===== src/rtl/display_scan_scheduler.sv =====
// Time-multiplexed 7-segment scan driver for common-anode digits with per-slot
// anti-ghosting blank time, a once-per-frame input snapshot, hex decode and leading-zero suppression.
module display_scan_scheduler #(
  parameter int NUM_DIGITS   = 4,
  parameter int PRESCALE     = 50000,
  parameter int BLANK_CYCLES = 16
) (
  input  logic                      clk,
  input  logic                      btn,
  input  logic                      en,
  input  logic [4*NUM_DIGITS-1:0]   digits,
  input  logic [NUM_DIGITS-1:0]     dp_en,
  input  logic                      lz_en,
  output logic [6:0]                seg,
  output logic                      dp,
  output logic [NUM_DIGITS-1:0]     an,
  output logic                      frame_start
);

  localparam int CNT_W = $clog2(PRESCALE);
  localparam int IDX_W = $clog2(NUM_DIGITS);

  typedef enum logic [1:0] {
    PH_IDLE,
    PH_BLANK,
    PH_DRIVE
  } phase_t;

  logic [CNT_W-1:0]      cnt;
  logic [IDX_W-1:0]      idx;
  logic [3:0]            snap [NUM_DIGITS];
  logic [NUM_DIGITS-1:0] snap_dp;

  phase_t                phase;
  logic                  cnt_wrap;
  logic                  idx_wrap;
  logic                  frame_edge;
  logic                  zero_run;
  logic [NUM_DIGITS-1:0] suppress;
  logic [6:0]            seg_nxt;
  logic                  dp_nxt;
  logic [NUM_DIGITS-1:0] an_nxt;

  function automatic logic [6:0] hex7(input logic [3:0] h);
    case (h)
      4'h0: hex7 = 7'h40;
      4'h1: hex7 = 7'h79;
      4'h2: hex7 = 7'h24;
      4'h3: hex7 = 7'h30;
      4'h4: hex7 = 7'h19;
      4'h5: hex7 = 7'h12;
      4'h6: hex7 = 7'h02;
      4'h7: hex7 = 7'h78;
      4'h8: hex7 = 7'h00;
      4'h9: hex7 = 7'h10;
      4'hA: hex7 = 7'h08;
      4'hB: hex7 = 7'h03;
      4'hC: hex7 = 7'h46;
      4'hD: hex7 = 7'h21;
      4'hE: hex7 = 7'h06;
      default: hex7 = 7'h0E;
    endcase
  endfunction

  always_comb begin
    cnt_wrap   = (cnt == CNT_W'(PRESCALE - 1));
    idx_wrap   = (idx == IDX_W'(NUM_DIGITS - 1));
    frame_edge = en && (cnt == '0) && (idx == '0);

    if (!en)
      phase = PH_IDLE;
    else if (cnt < CNT_W'(BLANK_CYCLES))
      phase = PH_BLANK;
    else
      phase = PH_DRIVE;

    // A digit is blank when it and every more-significant nibble is zero; digit 0 always shows.
    zero_run = 1'b1;
    suppress = '0;
    for (int unsigned k = 0; k < NUM_DIGITS; k++) begin
      zero_run = zero_run & (snap[IDX_W'(NUM_DIGITS - 1 - k)] == 4'h0);
      suppress[IDX_W'(NUM_DIGITS - 1 - k)] = lz_en & zero_run & (k != NUM_DIGITS - 1);
    end

    an_nxt  = '1;
    seg_nxt = 7'h7F;
    dp_nxt  = 1'b1;
    if (phase == PH_DRIVE) begin
      an_nxt  = ~(NUM_DIGITS'(1) << idx);
      seg_nxt = suppress[idx] ? 7'h7F : hex7(snap[idx]);
      dp_nxt  = ~snap_dp[idx];
    end
  end

  always_ff @(posedge clk) begin
    if (btn) begin
      cnt         <= '0;
      idx         <= '0;
      seg         <= 7'h7F;
      dp          <= 1'b1;
      an          <= '1;
      frame_start <= 1'b0;
      snap_dp     <= '0;
      for (int unsigned i = 0; i < NUM_DIGITS; i++)
        snap[IDX_W'(i)] <= '0;
    end else begin
      seg         <= seg_nxt;
      dp          <= dp_nxt;
      an          <= an_nxt;
      frame_start <= frame_edge;
      if (en) begin
        cnt <= cnt_wrap ? '0 : cnt + 1'b1;
        if (cnt_wrap)
          idx <= idx_wrap ? '0 : idx + 1'b1;
      end
      if (frame_edge) begin
        snap_dp <= dp_en;
        for (int unsigned i = 0; i < NUM_DIGITS; i++)
          snap[IDX_W'(i)] <= digits[4*i +: 4];
      end
    end
  end

endmodule


===== config.mk =====
export PLATFORM = sky130hd
export DESIGN_NAME = display_scan_scheduler
export DESIGN_NICKNAME = d
export VERILOG_FILES = /design/src/rtl/display_scan_scheduler.sv
export SDC_FILE = /design/constraint.sdc
export NUM_CORES = 1
export LEC_CHECK = 0
export CAP_MARGIN = 5
export CORE_MARGIN = 4
export CORE_UTILIZATION = 62
export DETAILED_ROUTE_END_ITERATION = 8
export DONT_BUFFER_PORTS = 1
export HOLD_SLACK_MARGIN = 0.02
export PLACE_DENSITY_LB_ADDON = 0.25
export SYNTH_ARGS = -nofsm -noshare
export SYNTH_HDL_FRONTEND = slang
export SYNTH_SLANG_ARGS = --single-unit

===== constraint.sdc =====
create_clock -name clk -period 2.4 [get_ports clk]
set_input_delay 0.24 -clock clk [delete_from_list [all_inputs] [get_ports clk]]
set_output_delay 0.24 -clock clk [all_outputs]
set_load 0.05 [all_outputs]

* After elaboration in Yosys (flattened, before gate mapping)
Memories as Yosys holds them, arrays and structs flattened. A register that Yosys moved wholly into a read port is not among the register bits. Index checks and enable logic that the tools add are counted. Widths: inputs -> output; s select.
Operators by class: add/sub/neg operators 2, $mul 0, div/mod/pow operators 0, order comparisons 2, eq/ne operators 3, shift operators 1, mux-type cells 19, bitwise gates (word level) 12, reduce and logical (&&, ||, !) cells 10
Operator list (number):
- $add 16x1->16 const B | 1
- $eq 16x16->1 const B | 1
- $logic_not 16->1 | 1
- $lt 16x5->1 const B | 1
- $mux 16 | 1
- $mux 4 | 4
- $logic_not 4->1 | 3
- $mux 2 | 5
- $mux 1 | 7
- $and 1x1->1 | 5
- $bmux 1 s2 | 2
- $eq 2x2->1 const B | 2
- $not 4->4 | 1
- $or 1x1->1 | 4
- $shl 1x2->4 const A | 1
- $lt 2x3->1 const B | 1
- $reduce_or 3->1 | 1
- $add 2x1->2 const B | 1
- $logic_and 1x1->1 | 2
- $logic_not 2->1 | 1
- $not 1->1 | 2
- $reduce_and 2->1 | 1
- $reduce_or 2->1 | 1
Storage, ports and cells: flip-flop bits (word level) 28, bits in latches 0, memory bits (writable) 16, ROM bits 112, input port bits 24, output and inout port bits 13, logic and storage cells 57, memories 2
Memories:
- (no name shown) | words 16, bits a word 7, rd ports 1, clocked after Yosys merged registers in 1, wr ports 0, line 45 | case (h)
- snap | words 4, bits a word 4, rd ports 4, clocked after Yosys merged registers in 1, wr ports 4, line 31 | logic [3:0] snap [NUM_DIGITS];

* Longest topological paths before layout
Gate-level depths: netlist of the first run. An unclocked memory read counts as a cell.
word-level depth 8, depth in mapped cells 7, mapped depth without buffers 7

* Worst setup path before layout of the first run
OpenSTA, ideal clock, no wires.
path kind reg-to-reg, start point register (tool-made name), end point register seg[3], library setup time 0.137 ns, arrival 1.775 ns, data required time 2.263 ns, setup slack 0.488 ns, cell stages (with the launch flop) 6, buffers on the path 0, clock period less this slack 1.912 ns, path through dfxtp_1 -> mux4_1 -> ha_1 -> mux2_4 -> mux2i_1 -> nand3_1
RTL lines:
- end: declaration | line 14 | output logic [6:0] seg,

==> reports/qor.csv, run 1 <==
metric,value,unit
outcome,finished clean,
Slew @ Worst Pin,0.570,ns
RSZ-0062 raised after global routing,false,
Die H,71.0,um
"EDFF count, synth",16,
most common cell in the synthesized netlist,dfxtp_1,
CP endpoint kind,register,
Final Critical Period,2.04,ns
Initial Utilization,0.658,
syn_area_per_cell,10.9,um2
Worst EP required,2.58,ns
Leak Pwr,0.939,nW
hold_ws,0.0602,ns
GPL Wtd Cong,0.950,
Inserted Clock Buffers,5,
worst vdd ir,0.394,mV
CTS root buf,clkbuf_8,
CTS Sinks,53,
"Seq/Total Area, Yosys",0.496,
Yosys top cell area share,0.301,
final cell count without fillers,277,
fmax,490,MHz
DRC errors left,0,
"FF+latch count, synth",53,
vias in the first global route,1597,
ys flop type,dfxtp_1,
post_cts resized,0,
WL/cell,16.1,um
crit path DAT,2.22,ns
CTS tree,done,
Yosys cell types,45,
first-pass GRT wire length,7310,um
Design Power,0.00165,W
Port Buffers,0,
area grow syn2layout,5.59,%
IO Pins,37,
final WL,4470,um
Worst Skew,0.00384,ns
Tot GR Track Use,0.182,
layout cell share with drive strength beyond 1,0.105,
final global-route overflow total,0,
final max-slew violation count,0,
CP max FO,6,
placed cell count,268,
placed cell area,2500,um2
die area,5040,um2
# nets final,264,
setup tns final,0,ns
Crit Path Category,register to register,
Filler cells,285,
HP Class,primary input to register,
area of the multi-input gates,1150,um2
ANT nets after route,0,
number of diodes,0,
Slew HR,0.619,
# rows,22,
top post-synthesis cells by area,"dfxtp_1 (30%), edfxtp_1 (20%), ha_1 (6.1%)",
Netlist Area Pre-Place,2460,um2
pin count of the biggest net entering global routing,22,
yosys synthesis warning count,0,
"buffers from clock root to sink, at most",2,
Worst-path clk slew,0.10,ns
Critical Path Start Type,register,
hold violation total from the final report,0,
DR pass1 iterations,4,
H-tree Lvls,2,
Async SR Flop Fraction,0,
area of all placed cells without fillers,2600,um2
sequential standard cell area,1220,um2
starting DRC count in detailed routing,190,
final setup vio count,0,
pwr/cell area,633,nW/um2
routed via count,1698,
post-synth net total,262,
via density per instance,6.13,
Mapped Cells,226,
fin crit share,0.851,
cell taking the most area after synthesis,dfxtp_1,
max-cap viol count,0,
Core Region,3740,um2
initial antenna violation count,0,
chip width,71.0,um
worst skew pair latency,0.30,ns
Final HPWL DP,3460,um
Commonest cells post-synth,"dfxtp_1 (37), and2_1 (17), edfxtp_1 (16), nand2_1 (14), nor2_1 (14)",
[sequential cells by signal, indices dropped and copies added (netlist names), named ones only]
signal and cells:
cnt 16, snap 16, seg 7, an 4, snap_dp 4, idx 2
dp 1, frame_start 1
[through the flow]
stage,utilization,worst slack (ns)
floorplan,-,0.488
global placement,0.667,0.423
detailed placement,0.667,0.376
CTS,0.695,0.359
global route,0.695,0.178
finish,0.695,0.358
[where the power goes]
| part | internal (W) | leakage, nW | switching [W] |
|---|---|---|---|
| combinational | 0.0000731 | 0.422 | 0.0000793 |
| clock | 0.000211 | 0.0447 | 0.000291 |
| sequential | 0.000965 | 0.472 | 0.0000278 |
| total | 0.00125 | 0.939 | 0.000398 |
[path summary, 6_finish.rpt]
path | startpoint | cells past startpoint | slack, ns | endpoint
min | dp_en[2] | 1 | 0.06 | snap_dp[2]
min reg2reg | snap_dp[2] | 1 | 0.52 | snap_dp[2]
max reg2reg | register | 6 | 0.36 | seg[6]
max | register | 6 | 0.36 | seg[6]
[worst max-delay path: stages (launching register included)]
cell       delay (ns)
dfxtp_1          0.45
mux4_1           0.70
ha_1             0.28
inv_1            0.08
mux2_2           0.15
a2bb2oi_1        0.16
nand3_1          0.10
[placed cells by master (no fill, tap or decap), types with 2 or more instances in the layout]
master,n
and2_1,17
nor4_1,7
o21ai_0,5
a21oi_1,6
mux2_2,3
a22oi_1,2
or3_1,2
edfxtp_1,16
clkbuf_8,5
nand3_1,12
inv_1,12
xnor2_1,4
a22o_1,4
or4_1,2
and4_1,3
mux4_2,4
buf_4,3
ha_1,12
nor2_1,14
nand4_1,9
mux2i_1,4
dfxtp_1,37
nand2_1,14
xor2_1,7
a2bb2oi_1,3
[layout make-up]
cell class                      instances  share of cell area
Multi-Input combinational cell        152               0.441
Timing Repair Buffer                    4              0.0125
Inverter                               12              0.0173
Clock buffer                            5              0.0265
Sequential cell                        53               0.470
Clock inverter                          3             0.00962
Tap cell                               48              0.0231
[cells by family (layout without fill, tap and decap cells)]
family | count (synthesis) | after routing | share of synthesized area
DFF | 53 | 53 | 0.496
and+or+nand+nor | 91 | 91 | 0.210
muxes | 13 | 13 | 0.0833
adders and majority gates | 12 | 12 | 0.0610
AOI/OAI and AO/OA | 25 | 25 | 0.0722
xor gates and xnor gates | 11 | 11 | 0.0391
buffers and inverters | 21 | 24 | 0.0381
[timing repair]
| item | 4_1_cts | 5_1_grt |
|---|---|---|
| endpoints found under the hold margin | 4 | 0 |
| setup buffers | 0 | 0 |
| hold buffers | 1 | 0 |
[layer usage]
metal | share of wire | GRT usage | wire length (um)
met1 | 0.44 | 0.233 | 1960
met2 | 0.47 | 0.296 | 2100
met3 | 0.076 | 0.0554 | 342
met4 | 0.016 | 0.0585 | 70
met5 | 0 | 0 | 0
No activity file was read; power rests on OpenSTA's default activity.
==> inputs of run 2 (changes only) <==
==> constraint.sdc (replaced) <==
create_clock -name clk -period 2.4 [get_ports clk]
set_input_delay 0.48 -clock clk [delete_from_list [all_inputs] [get_ports clk]]
set_output_delay 0.48 -clock clk [all_outputs]
set_load 0.05 [all_outputs]
==> run 2 against run 1 <==
Non-clock buffer count down 1. Fmax increased by 0.40%. Worst hold slack improved by 0.20 ns. Clock-buffer cell count unchanged. Global-route usage is 0.21 points lower. Routed wire length down 1.9%. Clock power is essentially flat. Combinational power hardly changed. Critical path depth stayed put. Largest cell class unchanged. Utilization decreased by 0.27 points.
==> reports/qor.csv, run 2 (synthesized netlist as in run 1, its figures left out) <==
metric,value,unit,change
routed via count,1681,,was 1698
worst vdd ir,0.394,mV,about the same
Final HPWL DP,3460,um,unchanged
die area,5040,um2,unchanged
utilization after layout,0.692,,was 0.695
crit path DAT,2.22,ns,about the same
Leak Pwr,0.935,nW,was 0.939 nW
CP endpoint kind,register,,unchanged
final WL,4390,um,was 4470 um
RSZ-0062 raised after global routing,false,,unchanged
Post-CTS Hold Fix Bufs,0,,was 1
layout cell share with drive strength beyond 1,0.105,,about the same
Initial Utilization,0.658,,unchanged
Slew HR,0.619,,about the same
max-cap viol count,0,,unchanged
vias in the first global route,1565,,was 1597
Final Critical Period,2.03,ns,was 2.04 ns
starting DRC count in detailed routing,154,,was 190
initial antenna violation count,0,,unchanged
Worst Skew,0.00427,ns,was 0.00384 ns
CP max FO,6,,unchanged
setup tns final,0,ns,unchanged
fmax,492,MHz,was 490 MHz
worst skew pair latency,0.30,ns,about the same
final global-route overflow total,0,,unchanged
Filler cells,286,,was 285
Slew @ Worst Pin,0.571,ns,was 0.570 ns
"commonest non-fill, non-tap cell in the layout",dfxtp_1,,unchanged
fin crit share,0.848,,was 0.851
pin count of the biggest net entering global routing,22,,unchanged
Worst EP required,2.58,ns,about the same
GPL Wtd Cong,0.950,,unchanged
IO Pins,37,,unchanged
number of diodes,0,,unchanged
area of all placed cells without fillers,2590,um2,was 2600 um2
CTS root buf,clkbuf_8,,unchanged
via density per instance,6.09,,was 6.13
Crit Path Category,register to register,,unchanged
H-tree Lvls,2,,unchanged
final max-slew violation count,0,,unchanged
final setup vio count,0,,unchanged
# nets final,263,,was 264
WL/cell,15.9,um,was 16.1 um
hold_ws,0.259,ns,was 0.0602 ns
"commonest non-fill, non-tap cells in the layout","dfxtp_1 (37), and2_1 (17), edfxtp_1 (16)",,unchanged
outcome,finished clean,,unchanged
biggest regs,"cnt x16, snap x16, seg x7",,unchanged
# rows,22,,unchanged
chip width,71.0,um,unchanged
DRC errors left,0,,unchanged
ANT nets after route,0,,unchanged
hold_sp,btn,,was dp_en[2]
Tot GR Track Use,0.180,,was 0.182
"buffers from clock root to sink, at most",2,,unchanged
placed cell area,2500,um2,unchanged
Die H,71.0,um,unchanged
Design Power,0.00164,W,was 0.00165 W
DR pass1 iterations,4,,unchanged
Critical Path Start Type,register,,unchanged
HP Class,primary input to register,,unchanged
CTS Sinks,53,,unchanged
post_cts resized,0,,unchanged
first-pass GRT wire length,7220,um,was 7310 um
Core Region,3740,um2,unchanged
pwr/cell area,634,nW/um2,was 633 nW/um2
Worst-path clk slew,0.10,ns,about the same
CTS tree,done,,unchanged
Inserted Clock Buffers,5,,unchanged
setup bufs post-CTS,0,,unchanged
Port Buffers,0,,unchanged
hold violation total from the final report,0,,unchanged
area grow syn2layout,5.18,%,was 5.59%
-- run 2: cell count changes in the layout (fill, tap and decap cells not counted) --
cell	change
dlygate4sd3_1	-1
-- run 2: report_power, final --
part,internal (W),switching [W]
clock network,0.000211,0.000290
registers,0.000965,0.0000276
logic,0.0000720,0.0000787
total,0.00125,0.000396
-- run 2: worst paths after layout --
| kind | endpoint | depth (start not counted) | slack [ns] |
|---|---|---|---|
| setup / recovery | seg[6] | 6 | 0.37 |
| hold / removal | idx[1] | 1 | 0.26 |
| setup reg to reg | seg[6] | 6 | 0.37 |
| hold reg to reg | snap_dp[1] | 1 | 0.52 |
-- run 2: cell type report --
class	instances	area, um2	share of cell area
Inverter	12	45.0	0.0174
Tap cell	48	60.1	0.0232
Sequential cell	53	1220	0.471
Clock buffer	5	68.8	0.0266
Multi-Input combinational cell	152	1150	0.443
Timing Repair Buffer	3	22.5	0.00870
Clock inverter	3	25.0	0.00966
-- run 2: per-stage QoR --
stage | cells | worst slack (ns)
after floorplan | 226 | 0.488
after CTS | 276 | 0.359
after global placement | 268 | 0.423
final | 276 | 0.366
after detailed placement | 268 | 0.376
after global routing | 276 | 0.176
-- run 2: critical path, cell delays in order, from the launching register on --
cell	delay, ns
dfxtp_1	0.45
mux4_1	0.70
ha_1	0.28
inv_1	0.08
mux2_2	0.15
a2bb2oi_1	0.16
nand3_1	0.10
-- run 2: layer usage --
| layer | track usage | up-vias | routed length (um) |
|---|---|---|---|
| met2 | 0.288 | 63 | 2110 |
| met1 | 0.239 | 806 | 1900 |
| met5 | 0 | - | 0 |
| met4 | 0.0501 | 0 | 22 |
| li1 | - | 810 | - |
| met3 | 0.0511 | 2 | 356 |
==> inputs of run 3 (changes only) <==
Settings changed: CORE_UTILIZATION 62 to 56.
Clock period 2.4 ns to 1.67 ns, I/O delays scaled along.
==> run 3 against run 2 <==
The run now ends with setup timing left. Routed wire length grew 36%. Worst setup slack got worse by 0.58 ns. Combinational power rose to 2.5 times the previous value. Clock power rose by 75%. Non-clock buffer count grew 39. Clock-buffer cell count did not move. First-iteration DRC count is 16% lower. Fmax increased by 8.0%. Global-route usage rose by 2.5 points. Via count is 13% higher. Largest power group unchanged. Highest routed layer unchanged.
==> reports/qor.csv, run 3 (synthesized netlist as in run 1, its figures left out) <==
metric,value,unit,change
CTS tree,done,,unchanged
Die H,74.3,um,was 71.0 um
CP endpoint kind,register,,unchanged
"commonest non-fill, non-tap cell in the layout",buf_4,,was dfxtp_1
final setup vio count,9,,was 0
Post-CTS Hold Fix Bufs,0,,unchanged
critical path's largest stage delay,0.59,ns,was 0.70 ns
CTS Sinks,53,,unchanged
Critical Path Start Type,register,,unchanged
pin count of the biggest net entering global routing,22,,unchanged
initial antenna violation count,0,,unchanged
biggest regs,"cnt x16, snap x16, seg x7",,unchanged
area of all placed cells without fillers,3150,um2,was 2590 um2
first-pass GRT wire length,8510,um,was 7220 um
worst vdd ir,0.718,mV,was 0.394 mV
fin worst setup slack,-0.213,ns,was 0.366 ns
HP Class,primary input to register,,unchanged
Worst EP required,1.87,ns,was 2.58 ns
vias in the first global route,1805,,was 1565
Crit Path Category,register to register,,unchanged
CP max FO,5,,was 6
chip width,74.3,um,was 71.0 um
layout cell share with drive strength beyond 1,0.397,,was 0.105
Slew HR,0.679,,was 0.619
placed cell area,2710,um2,was 2500 um2
RSZ-0062 raised after global routing,true,,was false
die area,5520,um2,was 5040 um2
via density per instance,6.00,,was 6.09
worst skew pair latency,0.32,ns,was 0.30 ns
Design Power,0.00268,W,was 0.00164 W
Inserted Clock Buffers,5,,unchanged
"buffers from clock root to sink, at most",2,,unchanged
Port Buffers,0,,unchanged
failing checks,setup timing,,
CTS root buf,clkbuf_8,,unchanged
area grow syn2layout,27.8,%,was 5.18%
Tot GR Track Use,0.205,,was 0.180
routed via count,1903,,was 1681
crit path DAT,2.08,ns,was 2.22 ns
final max-slew violation count,0,,unchanged
# nets final,302,,was 263
number of diodes,0,,unchanged
Slew @ Worst Pin,0.482,ns,was 0.571 ns
DR pass1 iterations,4,,unchanged
DRC errors left,0,,unchanged
Worst-path clk slew,0.10,ns,about the same
CP Cell Sequence,mux4_2 -> inv_2 -> ha_1 -> inv_1 -> mux2i_2 -> a2bb2oi_2 -> nand3_1,,was mux4_1 -> ha_1 -> inv_1 -> mux2_2 -> a2bb2oi_1 -> nand3_1
Leak Pwr,1.17,nW,was 0.935 nW
Worst Skew,0.00893,ns,was 0.00427 ns
ANT nets after route,0,,unchanged
Crit-path slowest cell,mux4_2,,was mux4_1
outcome,"complete, but fails checks",,was finished clean
"commonest non-fill, non-tap cells in the layout","buf_4 (37), dfxtp_1 (29), and2_1 (17)",,"was dfxtp_1 (37), and2_1 (17), edfxtp_1 (16)"
# rows,23,,was 22
pwr/cell area,851,nW/um2,was 634 nW/um2
starting DRC count in detailed routing,129,,was 154
final global-route overflow total,0,,unchanged
Initial Utilization,0.598,,was 0.658
H-tree Lvls,2,,unchanged
WL/cell,18.9,um,was 15.9 um
Final Critical Period,1.88,ns,was 2.03 ns
IO Pins,37,,unchanged
hold violation total from the final report,0,,unchanged
final WL,5980,um,was 4390 um
GPL Wtd Cong,0.882,,was 0.950
fmax,531,MHz,was 492 MHz
max-cap viol count,0,,unchanged
fin crit share,1.13,,was 0.848
Final HPWL DP,3630,um,was 3460 um
Core Region,4120,um2,was 3740 um2
[run 3: cell type report]
| cell class | count | area (um2) |
|---|---|---|
| fill | 250 | 967 |
| inverter | 12 | 45.0 |
| clock buffer | 5 | 68.8 |
| clock inverter | 3 | 46.3 |
| multi-input combinational | 152 | 1340 |
| timing repair buffer | 42 | 352 |
| sequential | 53 | 1240 |
| tap | 50 | 62.6 |
[run 3: worst paths after layout]
kind | from | end | slack [ns] | cells after the start
max | snap[3][0] | seg[4] | -0.21 | 7
min | btn | idx[1] | 0.08 | 1
max reg2reg | snap[3][0] | seg[4] | -0.21 | 7
min reg2reg | snap_dp[0] | snap_dp[0] | 0.49 | 1
[run 3: layer usage]
| layer | vias up | GRT usage | routed length, um |
|---|---|---|---|
| met3 | 14 | 0.0514 | 409 |
| met2 | 93 | 0.331 | 2920 |
| li1 | 890 | - | - |
| met1 | 906 | 0.270 | 2530 |
| met4 | 0 | 0.0731 | 111 |
| met5 | - | 0 | 0 |
[run 3: worst max-delay path, delay by kind of cell (launching register included)]
kind / cells / cell delay [ns]
muxes: 2 / 0.79
DFF: 1 / 0.42
buffers and inverters: 2 / 0.18
AOI/OAI and AO/OA: 1 / 0.16
adders and majority gates: 1 / 0.14
and+or+nand+nor: 1 / 0.08
[run 3: timing repair]
item / in CTS / in global routing
hold endpoints to repair: 0 / 0
setup buffers: 7 / 7
setup endpoints to repair: 25 / 59
resized for setup: 9 / 47
gates cloned: 0 / 1
pin swaps: 4 / 14
[run 3: power by group]
part | total (W) | leakage (nW) | internal (W) | switching, W
sequential | 0.00142 | 0.477 | 0.00138 | 0.0000378
combinational | 0.000381 | 0.635 | 0.000200 | 0.000181
clock | 0.000877 | 0.0543 | 0.000449 | 0.000428
total | 0.00268 | 1.17 | 0.00203 | 0.000647
[run 3: per-stage QoR]
step / setup slack [ns] / util / hold WS (ns) / TNS [ns] / instances
3_5_place_dp: -0.150 / 0.658 / 0.422 / -0.915 / 294
4_1_cts: -0.140 / 0.714 / 0.0946 / -0.567 / 309
3_3_place_gp: -0.0734 / 0.658 / 0.423 / -0.259 / 294
6_report: -0.213 / 0.765 / 0.0777 / -1.03 / 317
5_1_grt: -0.287 / 0.765 / 0.0663 / -3.05 / 317
2_1_floorplan: -0.0436 / - / 0.402 / -0.0436 / 226
